<file path="src/rtl/mem_port_arbiter8.sv">
// Round-robin arbiter sharing one memory port among eight requesters.
// Grants are held until resp or the optional watchdog ends the transaction.
module mem_port_arbiter8 #(
  parameter int unsigned TIMEOUT = 0
) (
  input  logic       clk,
  input  logic       reset,
  input  logic [7:0] req,
  input  logic       resp,
  output logic [2:0] sel,
  output logic [7:0] gnt,
  output logic       mem_valid,
  output logic [7:0] done,
  output logic       timeout_err
);

  typedef enum logic [1:0] {S_IDLE, S_BUSY, S_GAP} state_t;

  localparam logic [7:0] LP_TO_LAST = 8'((TIMEOUT == 0) ? 0 : TIMEOUT - 1);

  state_t     r_state, w_state_nx;
  logic [2:0] r_ptr, r_sel;
  logic [7:0] r_gnt, r_cnt;
  logic       r_terr;
  logic [2:0] w_win, w_idx;
  logic       w_any, w_wd_fire, w_end;

  // Scan from the farthest index back to ptr so the nearest set bit wins last.
  always_comb begin
    w_win = r_ptr;
    w_idx = r_ptr;
    w_any = |req;
    for (int k = 7; k >= 0; k--) begin
      w_idx = r_ptr + 3'(k);
      if (req[w_idx]) w_win = w_idx;
    end
  end

  // resp in the last watchdog cycle takes precedence over the timeout.
  assign w_wd_fire = (TIMEOUT != 0) && (r_cnt == LP_TO_LAST) && !resp;
  assign w_end     = resp || w_wd_fire;

  always_comb begin
    w_state_nx = r_state;
    case (r_state)
      S_IDLE:  if (w_any) w_state_nx = S_BUSY;
      S_BUSY:  if (w_end) w_state_nx = S_GAP;
      S_GAP:   w_state_nx = S_IDLE;
      default: w_state_nx = S_IDLE;
    endcase
  end

  always_ff @(posedge clk) begin
    if (reset) begin
      r_state <= S_IDLE;
      r_ptr   <= '0;
      r_sel   <= '0;
      r_gnt   <= '0;
      r_cnt   <= '0;
      r_terr  <= 1'b0;
    end else begin
      r_state <= w_state_nx;
      r_terr  <= 1'b0;
      case (r_state)
        S_IDLE: begin
          if (w_any) begin
            r_gnt <= 8'b1 << w_win;
            r_sel <= w_win;
            r_cnt <= '0;
          end
        end
        S_BUSY: begin
          if (w_end) begin
            r_gnt  <= '0;
            r_ptr  <= r_sel + 3'd1;
            r_terr <= w_wd_fire;
          end else if (r_cnt != 8'hFF) begin
            r_cnt <= r_cnt + 8'd1;
          end
        end
        default: ;
      endcase
    end
  end

  assign sel         = r_sel;
  assign gnt         = r_gnt;
  assign mem_valid   = (r_state == S_BUSY);
  assign done        = r_gnt & {8{resp}};
  assign timeout_err = r_terr;

endmodule
</file>
<file path="config.mk">
export PLATFORM = sky130hd
export DESIGN_NAME = mem_port_arbiter8
export DESIGN_NICKNAME = d
export VERILOG_FILES = /design/src/rtl/mem_port_arbiter8.sv
export SDC_FILE = /design/constraint.sdc
export NUM_CORES = 1
export LEC_CHECK = 0
export CAP_MARGIN = 10
export CORE_MARGIN = 5
export CORE_UTILIZATION = 54
export DETAILED_ROUTE_END_ITERATION = 16
export PLACE_DENSITY_LB_ADDON = 0.3
export SLEW_MARGIN = 10
export SYNTH_ARGS = -nofsm -noshare
export SYNTH_HDL_FRONTEND = slang
export SYNTH_SLANG_ARGS = --single-unit
</file>
<file path="constraint.sdc">
create_clock -name clk -period 5.5 [get_ports clk]
set_input_delay 0.825 -clock clk [delete_from_list [all_inputs] [get_ports clk]]
set_output_delay 0.825 -clock clk [all_outputs]
set_load 0.01 [all_outputs]
</file>
# == Word level (Yosys, flattened, before mapping) ==
# Cells that the tools add are included.
# classes
n_lt_le_gt_ge,8
reduce_logical,7
n_shift,1
n_bitwise,1
muxes,30
n_addsub,8
eq_ne,3
# op_table
operator,n
"3-bit by 4-bit less-than comparator with 1-bit output, second input constant",8
1-bit binary-select mux with 3-bit select,8
3-bit two-way mux,8
8-bit two-way mux,2
8-bit one-hot mux with 2 select lines,1
"3-bit adder, second input constant",4
8-bit bitwise AND,1
1-bit two-way mux,8
8-bit OR reduction,1
"1-bit by 3-bit << shifter with 8-bit output, first input constant",1
"3-bit by 1-bit adder with 3-bit output, second input constant",2
"3-bit by 2-bit adder with 3-bit output, second input constant",2
2-bit AND reduction,3
2-bit two-way mux,2
"2-bit != test, second input constant",2
2-bit one-hot mux with 2 select lines,1
3-bit AND reduction,1
"2-bit by 1-bit == test with 1-bit output, second input constant",1
2-bit zero test,1
2-bit nonzero test,1
# word_totals
ff_bits,16
input_bits,11
wordCells,62

# == Logic depth before layout (Yosys ltp) ==
# Gate-level depths: netlist (run 1).
# depth
depth_word,14
depth_mapped,13
mapped_depth_nobuf,9

# == Worst setup path after synthesis (run 1) ==
# Ideal clock, no wire load.
# synth_path
path_kind,reg-to-reg
start,register r_ptr[0]
end,register r_gnt[2] (netlist: gnt[2])
stages_incl_launch_ff,14
arrival_time_ns,3.404
path_buffers,4
setup_slack_ns,1.979
period_less_slack_ns,3.521
path_cell_list,dfxtp_1 -> buf_6 -> buf_2 -> buf_2 -> inv_1 -> ha_1 -> clkbuf_1 -> mux4_2 -> mux2_2 -> a31o_2 -> a211oi_2 -> a211oi_2 -> and3b_1 -> a32o_2
# synth_via
elab_chain_len,14
# synth_rtl
item,line,source
"start, declared",22,"logic [2:0] r_ptr, r_sel;"
"start signal, assigned",75,r_ptr <= r_sel + 3'd1;
3-bit adder,34,w_idx = r_ptr + 3'(k);
1-bit binary-select mux with 3-bit select,35,if (req[w_idx]) w_win = w_idx;
1-bit two-way mux (not written as such),35,
3-bit two-way mux (7 in series),35,
3-bit two-way mux *,35,
1-bit by 3-bit << shifter with 8-bit output *,67,r_gnt <= 8'b1 << w_win;
8-bit two-way mux *,66,if (w_any) begin
8-bit one-hot mux with 2 select lines *,64,case (r_state)
"end signal, assigned",67,
"end, declared",23,"logic [7:0] r_gnt, r_cnt;"
# Mark *: on every way between the ends. The rest lies on a longest branch, timed or not. The select of a mux whose other input is x is not followed.
# A chain may end at the register's enable or synchronous reset.

# == Final worst setup path (run 1) ==
# Ends and elaborated chain as after synthesis.

==> results of run 1 <==
cells in the mapped netlist, drive strengths merged, types with 6 or more instances:
library cell,count,share of area (%)
a211oi,6,3.2
a21oi,8,2.3
a32o,8,4.8
and2,8,2.9
buf,7,2.9
clkbuf,7,1.5
dfxtp,16,19
mux2,11,7.4
mux2i,8,4.7
mux4,12,16
nand2,13,2.8
nor2,17,3.7
per-layer routing:
layer | wire (um) | vias to the layer above
met2 | 2070 | 53
met3 | 265 | 4
met5 | 0 | -
met1 | 1890 | 764
met4 | 41 | 0
li1 | - | 765
per-stage QoR:
step	cells	cell area (um2)	setup slack [ns]	utilization, %	power [uW]
floorplan	187	1720	1.98	-	320
global placement	249	2010	1.97	65.8	387
detailed placement	249	2010	1.91	65.8	390
CTS	253	2050	2.05	67.0	469
global route	253	2050	1.79	67.0	501
finish	253	2050	2.05	67.0	467
worst reg2reg max path: stages (launching register included):
cell and delay (ns):
dfxtp_1 0.32, buf_4 0.34, inv_1 0.17, ha_1 0.62, mux4_2 0.48, mux2_2 0.34
a31o_2 0.24, a211oi_2 0.19, a211oi_2 0.14, and3b_1 0.25, a32o_2 0.27
state kept, by name (all words and copies together), names as in the netlist:
register and count:
r_state 2, r_ptr 3, gnt 8, sel 3
cell type report:
cell class | count | area [um2] | share of cell area, %
repair buffers | 32 | 315 | 15.4
clock buffers | 4 | 36.3 | 1.77
inverters | 6 | 22.5 | 1.10
multi-input cells | 151 | 1300 | 63.4
flip-flops and latches | 16 | 320 | 15.7
well taps | 44 | 55.1 | 2.69
power by group:
part | switching, uW | internal, uW | total, uW
registers | 11.8 | 128 | 140
logic | 131 | 120 | 251
clock network | 35.8 | 40.3 | 76.1
logic make-up after synthesis:
group,after synthesis,synth area share [%]
simple gates,59,17.4
buf+inv,20,5.76
other cells,1,0.219
compound gates,50,23.3
mux,31,28.1
fa+ha+maj,3,2.19
flops,16,18.7
xor+xnor,7,4.45
worst min-delay path by stage:
stage | startpoint | to | slack, ns | depth (start not counted)
floorplan | gnt[0] | gnt[0] | 0.52 | 1
CTS | gnt[5] | gnt[5] | 0.50 | 1
global placement | gnt[1] | gnt[1] | 0.46 | 1
detailed placement | gnt[5] | gnt[5] | 0.48 | 1
global route | gnt[6] | gnt[6] | 0.53 | 1
finish | gnt[5] | gnt[5] | 0.49 | 1
==> results.sh, run 1 <==
export IMPL_tns_ns=0
export IMPL_cp_arrival_ns=3.63
export IMPL_drv_slew=0
export IMPL_syn2layout_area_growth_pct=19.3
export IMPL_timing_rr_start="r_ptr[0]"
export IMPL_ys_ff_latch=16
export IMPL_start_util_pct=56.2
export IMPL_grt_setup_unrepaired="false"
export IMPL_firstDrtPassIters=4
export IMPL_status="complete, no violations"
export IMPL_clk_pin_slew_ns=0.09
export IMPL_rows=20
export IMPL_clock_sinks=16
export IMPL_path_common_cell="a211oi_2"
export IMPL_crit_path_max_incr_delay_ns=0.62
export IMPL_gp_congestion=0.996
export IMPL_drt_iter0_drc=133
export IMPL_synth_net_count=201
export IMPL_grt_pass1_vias=1447
export IMPL_crit_chain="buf_4, inv_1, ha_1, mux4_2, mux2_2, a31o_2, a211oi_2, a211oi_2, and3b_1, a32o_2"
export IMPL_worstMarginPinSlew_ns=1.02
export IMPL_grt_use_met3_pct=3.23
export IMPL_yosysWarnings=0
export IMPL_grt_max_degree=27
export IMPL_routedWlPerCell_um=16.9
export IMPL_synth_edf_count=0
export IMPL_die_area_um2=4400
export IMPL_async_flop_share_pct=0
export IMPL_die_x_um=66.4
export IMPL_cp_slowest_cell="ha_1"
export IMPL_cts_tree="yes"
export IMPL_setup_viol=0
export IMPL_io_pins=32
export IMPL_start_kind="flop"
export IMPL_core_area_um2=3050
export IMPL_cts_buffer_depth=2
export IMPL_startpoint="r_ptr[0]"
export IMPL_skew_ns=0.00792
export IMPL_drive_above_1_share_pct=19.1
export IMPL_fmax_mhz=289
export IMPL_path_depth=10
export IMPL_grt_use_total_pct=20.3
export IMPL_grt_busiest_layer="met2"
export IMPL_critPathBufInv=2
export IMPL_hold_viol=0
export IMPL_cts_root_buf="clkbuf_4"
export IMPL_via_per_inst=6.27
export IMPL_htreeDepth=1
export IMPL_p_leak_uw=0.000733
export IMPL_synth_cells=187
export IMPL_cts_buffers=3
export IMPL_reg2reg_slack_ns=2.05
export IMPL_ys_seq_area_share_pct=18.7
export IMPL_critPathTopFamily="compound AO/OA/AOI/OAI gates"
export IMPL_finalCritPeriodShare_pct=62.8
export IMPL_final_common_cell="clkdlybuf4s50_1"
export IMPL_antenna_left=0
export IMPL_post_cts_buffers=0
export IMPL_dieHeight_um=66.4
export IMPL_critPathCapture="gnt[2]"
export IMPL_holdBufCountCts=0
export IMPL_yosysUniqueCellTypes=52
export IMPL_end_kind="flop"
export IMPL_reg2reg_depth=10
export IMPL_vdd_ir_drop_max_uv=182
export IMPL_yosys_most_used_dff="dfxtp_1"
export IMPL_cap_violations=0
export IMPL_holdWs_ns=0.489
export IMPL_cts_resized=0
export IMPL_worstPathRequired_ns=5.68
export IMPL_grt_util_met2_pct=32.0
export IMPL_fillerInstances=258
export IMPL_slew_headroom_pct=31.8
export IMPL_clk_latency_ns=0.28
export IMPL_grt_ovfl_total=0
export IMPL_p_per_area_nw_per_um2=228
export IMPL_vias=1586
export IMPL_grt_use_met1_pct=28.8
export IMPL_fin_crit_ns=3.45
export IMPL_drc=0
export IMPL_hp_class="flop to flop"
export IMPL_path_max_fanout=26
export IMPL_diodes=0
export IMPL_dp_hpwl_mm=3.20
export IMPL_synthesis_area_um2=1720
export IMPL_grt_first_pass_wirelength_mm=6.95
export IMPL_avgSynthCellArea_um2=9.17
export IMPL_mostFrequentLayoutCells="clkdlybuf4s50_1, nor2_1, dfxtp_1, nand2_1, mux4_2"
export IMPL_antenna_found_initial=0
export IMPL_portBuffers=30
export IMPL_path_class="flop to flop"
export IMPL_r2r_end="gnt[2]"
export IMPL_final_net_count=224
export IMPL_wirelength_mm=4.26
(Power assumes the default switching activity.)
==> run 2: changes to the inputs <==
--- a/config.mk
+++ b/config.mk
@@ -7,7 +7,7 @@
 export LEC_CHECK = 0
 export CAP_MARGIN = 10
 export CORE_MARGIN = 5
-export CORE_UTILIZATION = 54
+export CORE_UTILIZATION = 53
 export DETAILED_ROUTE_END_ITERATION = 16
 export PLACE_DENSITY_LB_ADDON = 0.3
 export SLEW_MARGIN = 10
==> constraint.sdc (replaced) <==
create_clock -name clk -period 3.2 [get_ports clk]
set_input_delay 0.48 -clock clk [delete_from_list [all_inputs] [get_ports clk]]
set_output_delay 0.48 -clock clk [all_outputs]
set_load 0.01 [all_outputs]
==> results.sh, run 2 (synthesized netlist as in run 1, its figures left out) <==
export IMPL_status="complete, no violations"
export IMPL_final_net_count=238
export IMPL_cp_arrival_ns=3.05
export IMPL_grt_ovfl_total=0
export IMPL_final_common_cell="clkdlybuf4s50_1"
export IMPL_cts_tree="yes"
export IMPL_grt_pass1_vias=1591
export IMPL_core_area_um2=3080
export IMPL_hold_viol=0
export IMPL_skew_ns=0.00195
export IMPL_start_util_pct=55.7
export IMPL_r2r_end="gnt[6]"
export IMPL_wirelength_mm=4.65
export IMPL_p_per_area_nw_per_um2=379
export IMPL_grt_use_total_pct=22.4
export IMPL_die_area_um2=4470
export IMPL_crit_chain="clkdlybuf4s50_1, mux4_2, mux2_4, or3b_1, a41oi_2, o21ai_2, xnor2_2, a32o_2"
export IMPL_path_class="input port to flop"
export IMPL_cts_buffer_depth=2
export IMPL_holdBufCountCts=0
export IMPL_multi_input_area_um2=1310
export IMPL_grt_max_degree=23
export IMPL_clk_pin_slew_ns=0.09
export IMPL_holdWs_ns=0.494
export IMPL_gp_congestion=0.941
export IMPL_routedWlPerCell_um=17.5
export IMPL_portBuffers=30
export IMPL_diodes=0
export IMPL_grt_first_pass_wirelength_mm=7.74
export IMPL_utilization_pct=69.8
export IMPL_clock_sinks=16
export IMPL_dp_hpwl_mm=3.60
export IMPL_cap_violations=0
export IMPL_antenna_left=0
export IMPL_fin_ws_ns=0.329
export IMPL_drt_iter0_drc=156
export IMPL_syn2layout_area_growth_pct=25.3
export IMPL_slew_headroom_pct=22.2
export IMPL_antenna_found_initial=0
export IMPL_fin_crit_ns=2.87
export IMPL_cts_buffers=3
export IMPL_reg2reg_depth=9
export IMPL_cts_resized=0
export IMPL_mostFrequentLayoutCells="clkdlybuf4s50_1, nor2_1, dfxtp_1, buf_4, nand2_1"
export IMPL_finalCritPeriodShare_pct=89.7
export IMPL_worstPathRequired_ns=3.38
export IMPL_worstMarginPinSlew_ns=1.16
export IMPL_drive_above_1_share_pct=24.3
export IMPL_grt_setup_unrepaired="false"
export IMPL_dieHeight_um=66.9
export IMPL_drc=0
export IMPL_crit_path_max_incr_delay_ns=0.55
export IMPL_reg2reg_slack_ns=0.33
export IMPL_clk_latency_ns=0.28
export IMPL_regArea_um2=320
export IMPL_firstDrtPassIters=5
export IMPL_hold_path_depth=1
export IMPL_cts_root_buf="clkbuf_4"
export IMPL_htreeDepth=1
export IMPL_fmax_mhz=348
export IMPL_hold_path_end="gnt[1]"
export IMPL_vias=1680
export IMPL_setup_viol=0
export IMPL_cp_slowest_cell="clkdlybuf4s50_1"
export IMPL_largest_reg_flops=8
export IMPL_p_leak_uw=0.000796
export IMPL_fillerInstances=245
export IMPL_vdd_ir_drop_max_uv=355
export IMPL_io_pins=32
export IMPL_drv_slew=0
export IMPL_rows=20
export IMPL_post_cts_buffers=0
export IMPL_die_x_um=66.9
export IMPL_via_per_inst=6.32
export IMPL_total_power_uw=814
export IMPL_timing_rr_start="r_ptr[0]"
export IMPL_path_max_fanout=9
export IMPL_start_kind="input port"
export IMPL_end_kind="flop"
export IMPL_min_from="gnt[1]"
export IMPL_dp_worst_setup_slack_ns=0.0584
export IMPL_tns_ns=0
export IMPL_hp_class="flop to flop"
==> run 2: layer usage <==
metal,track usage [%],up-vias,part of all wire [%]
met5,0,-,0
met4,3.04,0,0.71
met3,4.22,6,6.9
met1,31.5,818,45
met2,36.4,67,47
li1,-,789,-
==> run 2: area by class of cell <==
cell class	count	share of cell area (%)
timing repair buffer	46	19.6
inverter	6	1.05
tap	44	2.56
sequential	16	14.9
clock buffer	3	1.05
multi-input combinational	151	60.9
==> run 2: worst max-delay path by stage <==
stage	from	slack, ns	cells past startpoint	to
floorplan	r_ptr[0]	0.03	13	gnt[2]
global placement	req[4]	0.13	8	gnt[6]
detailed placement	req[4]	0.06	8	gnt[6]
CTS	r_ptr[0]	0.34	9	gnt[6]
global route	r_ptr[0]	0.22	9	gnt[6]
finish	req[4]	0.33	8	gnt[6]
==> run 2: stage by stage <==
step | cells | area, um2
after global placement | 263 | 2130
final | 266 | 2150
after detailed placement | 263 | 2130
after global routing | 266 | 2150
after CTS | 266 | 2150
after floorplan | 187 | 1740
==> run 2: worst max-delay path, delay by kind of cell <==
kind | cells | cell delay, ns
mux | 2 | 0.81
xor+xnor | 1 | 0.19
buf+inv | 1 | 0.55
simple gates | 1 | 0.39
compound gates | 3 | 0.63
==> run 2: where the power goes <==
part | switching (uW) | total, uW | internal (uW)
combinational | 237 | 470 | 234
clock | 58.4 | 102 | 43.7
sequential | 20.9 | 241 | 220
==> run 3: changes to the inputs <==
--- a/config.mk
+++ b/config.mk
@@ -5,9 +5,8 @@
 export SDC_FILE = /design/constraint.sdc
 export NUM_CORES = 1
 export LEC_CHECK = 0
-export CAP_MARGIN = 10
 export CORE_MARGIN = 5
-export CORE_UTILIZATION = 53
+export CORE_UTILIZATION = 40
 export DETAILED_ROUTE_END_ITERATION = 16
 export PLACE_DENSITY_LB_ADDON = 0.3
 export SLEW_MARGIN = 10
==> results.sh, run 3 (synthesized netlist as in run 1, its figures left out) <==
export IMPL_start_kind="flop"
export IMPL_cts_tree="yes"
export IMPL_clk_pin_slew_ns=0.07
export IMPL_dieHeight_um=75.5
export IMPL_wirelength_mm=4.61
export IMPL_tns_ns=0
export IMPL_cts_buffers=3
export IMPL_final_net_count=246
export IMPL_start_util_pct=42.0
export IMPL_antenna_found_initial=0
export IMPL_vdd_ir_drop_max_uv=286
export IMPL_worstPathRequired_ns=3.35
export IMPL_die_x_um=75.5
export IMPL_largest_reg_flops=8
export IMPL_end_kind="flop"
export IMPL_mostFrequentLayoutCells="clkdlybuf4s50_1, buf_4, nor2_1, dfxtp_1, nand2_1"
export IMPL_fin_crit_ns=2.95
export IMPL_via_per_inst=5.87
export IMPL_holdBufCountCts=0
export IMPL_status="complete, no violations"
export IMPL_path_class="flop to flop"
export IMPL_dp_hpwl_mm=3.52
export IMPL_drc=0
export IMPL_vias=1649
export IMPL_worstMarginPinSlew_ns=0.558
export IMPL_grt_pass1_vias=1633
export IMPL_diodes=0
export IMPL_final_common_cell="clkdlybuf4s50_1"
export IMPL_htreeDepth=1
export IMPL_multi_input_area_um2=1310
export IMPL_timing_rr_start="r_ptr[0]"
export IMPL_grt_use_total_pct=17.2
export IMPL_die_area_um2=5700
export IMPL_p_per_area_nw_per_um2=402
export IMPL_utilization_pct=55.4
export IMPL_firstDrtPassIters=4
export IMPL_cts_root_buf="clkbuf_8"
export IMPL_slew_headroom_pct=62.5
export IMPL_setup_viol=0
export IMPL_finalCritPeriodShare_pct=92.2
export IMPL_clk_latency_ns=0.25
export IMPL_hp_class="flop to flop"
export IMPL_antenna_left=0
export IMPL_syn2layout_area_growth_pct=31.9
export IMPL_core_area_um2=4090
export IMPL_placed_area_um2=2210
export IMPL_post_cts_buffers=0
export IMPL_drv_slew=0
export IMPL_fmax_mhz=339
export IMPL_portBuffers=30
export IMPL_io_pins=32
export IMPL_cts_resized=0
export IMPL_gp_congestion=0.834
export IMPL_drt_iter0_drc=70
export IMPL_cp_arrival_ns=3.10
export IMPL_routedWlPerCell_um=16.4
export IMPL_design_area_um2=2260
export IMPL_grt_first_pass_wirelength_mm=7.62
export IMPL_cts_buffer_depth=2
export IMPL_grt_max_degree=26
export IMPL_skew_ns=0.00373
export IMPL_clock_sinks=16
export IMPL_p_leak_uw=0.000852
export IMPL_regArea_um2=320
export IMPL_grt_setup_unrepaired="false"
export IMPL_hold_viol=0
export IMPL_holdWs_ns=0.490
export IMPL_grt_ovfl_total=0
export IMPL_path_max_fanout=14
export IMPL_drive_above_1_share_pct=27.3
export IMPL_startpoint="r_ptr[0]"
export IMPL_rows=23
export IMPL_fillerInstances=379
export IMPL_min_from="gnt[3]"
export IMPL_cap_violations=0
run 3: changes by cell type in the layout (fill, tap and decap cells not counted):
cell / previous run / this run
clkbuf_8: 0 / 4
clkbuf_4: 3 / 0
buf_12: 0 / 1
buf_4: 16 / 23
run 3: cell type report:
class,count,area share (%)
inverters,6,0.996
flip-flops and latches,16,14.2
multi-input cells,151,57.9
clock buffers,4,2.43
well taps,50,2.77
repair buffers,54,21.8
run 3: power breakdown:
part	leakage (uW)	total, uW	internal, uW	switching, uW
Combinational	0.000692	486	249	237
Sequential	0.000131	242	221	21.0
Clock	0.0000288	181	109	71.9
run 3: metrics by stage:
step | cells | total power, uW | setup slack [ns]
floorplan | 187 | 555 | 0.0280
finish | 281 | 909 | 0.251
CTS | 281 | 904 | 0.283
global placement | 277 | 723 | 0.0363
detailed placement | 277 | 723 | 0.0453
global route | 281 | 960 | 0.136
run 3: per-layer routing:
metal / share of wire (%) / wire length (um) / track usage (%) / vias to the layer above
li1: - / - / - / 805
met1: 50 / 2310 / 24.9 / 787
met2: 45 / 2090 / 27.6 / 53
met3: 4.0 / 185 / 1.98 / 4
met4: 0.52 / 24 / 3.50 / 0
met5: 0 / 0 / 0 / -
run 3: worst max-delay path: stages (launching register included):
cell	delay (ns)
dfxtp_1	0.38
inv_1	0.12
ha_4	0.39
mux2_2	0.40
mux4_1	0.52
or3b_1	0.19
a41oi_2	0.12
o21ai_2	0.28
xnor2_2	0.16
a32o_2	0.28
run 3: final timing paths:
check / endpoint / cells past startpoint / slack [ns]
min: gnt[3] / 1 / 0.49
min reg2reg: gnt[3] / 1 / 0.49
max: gnt[2] / 9 / 0.25
max reg2reg: gnt[2] / 9 / 0.25
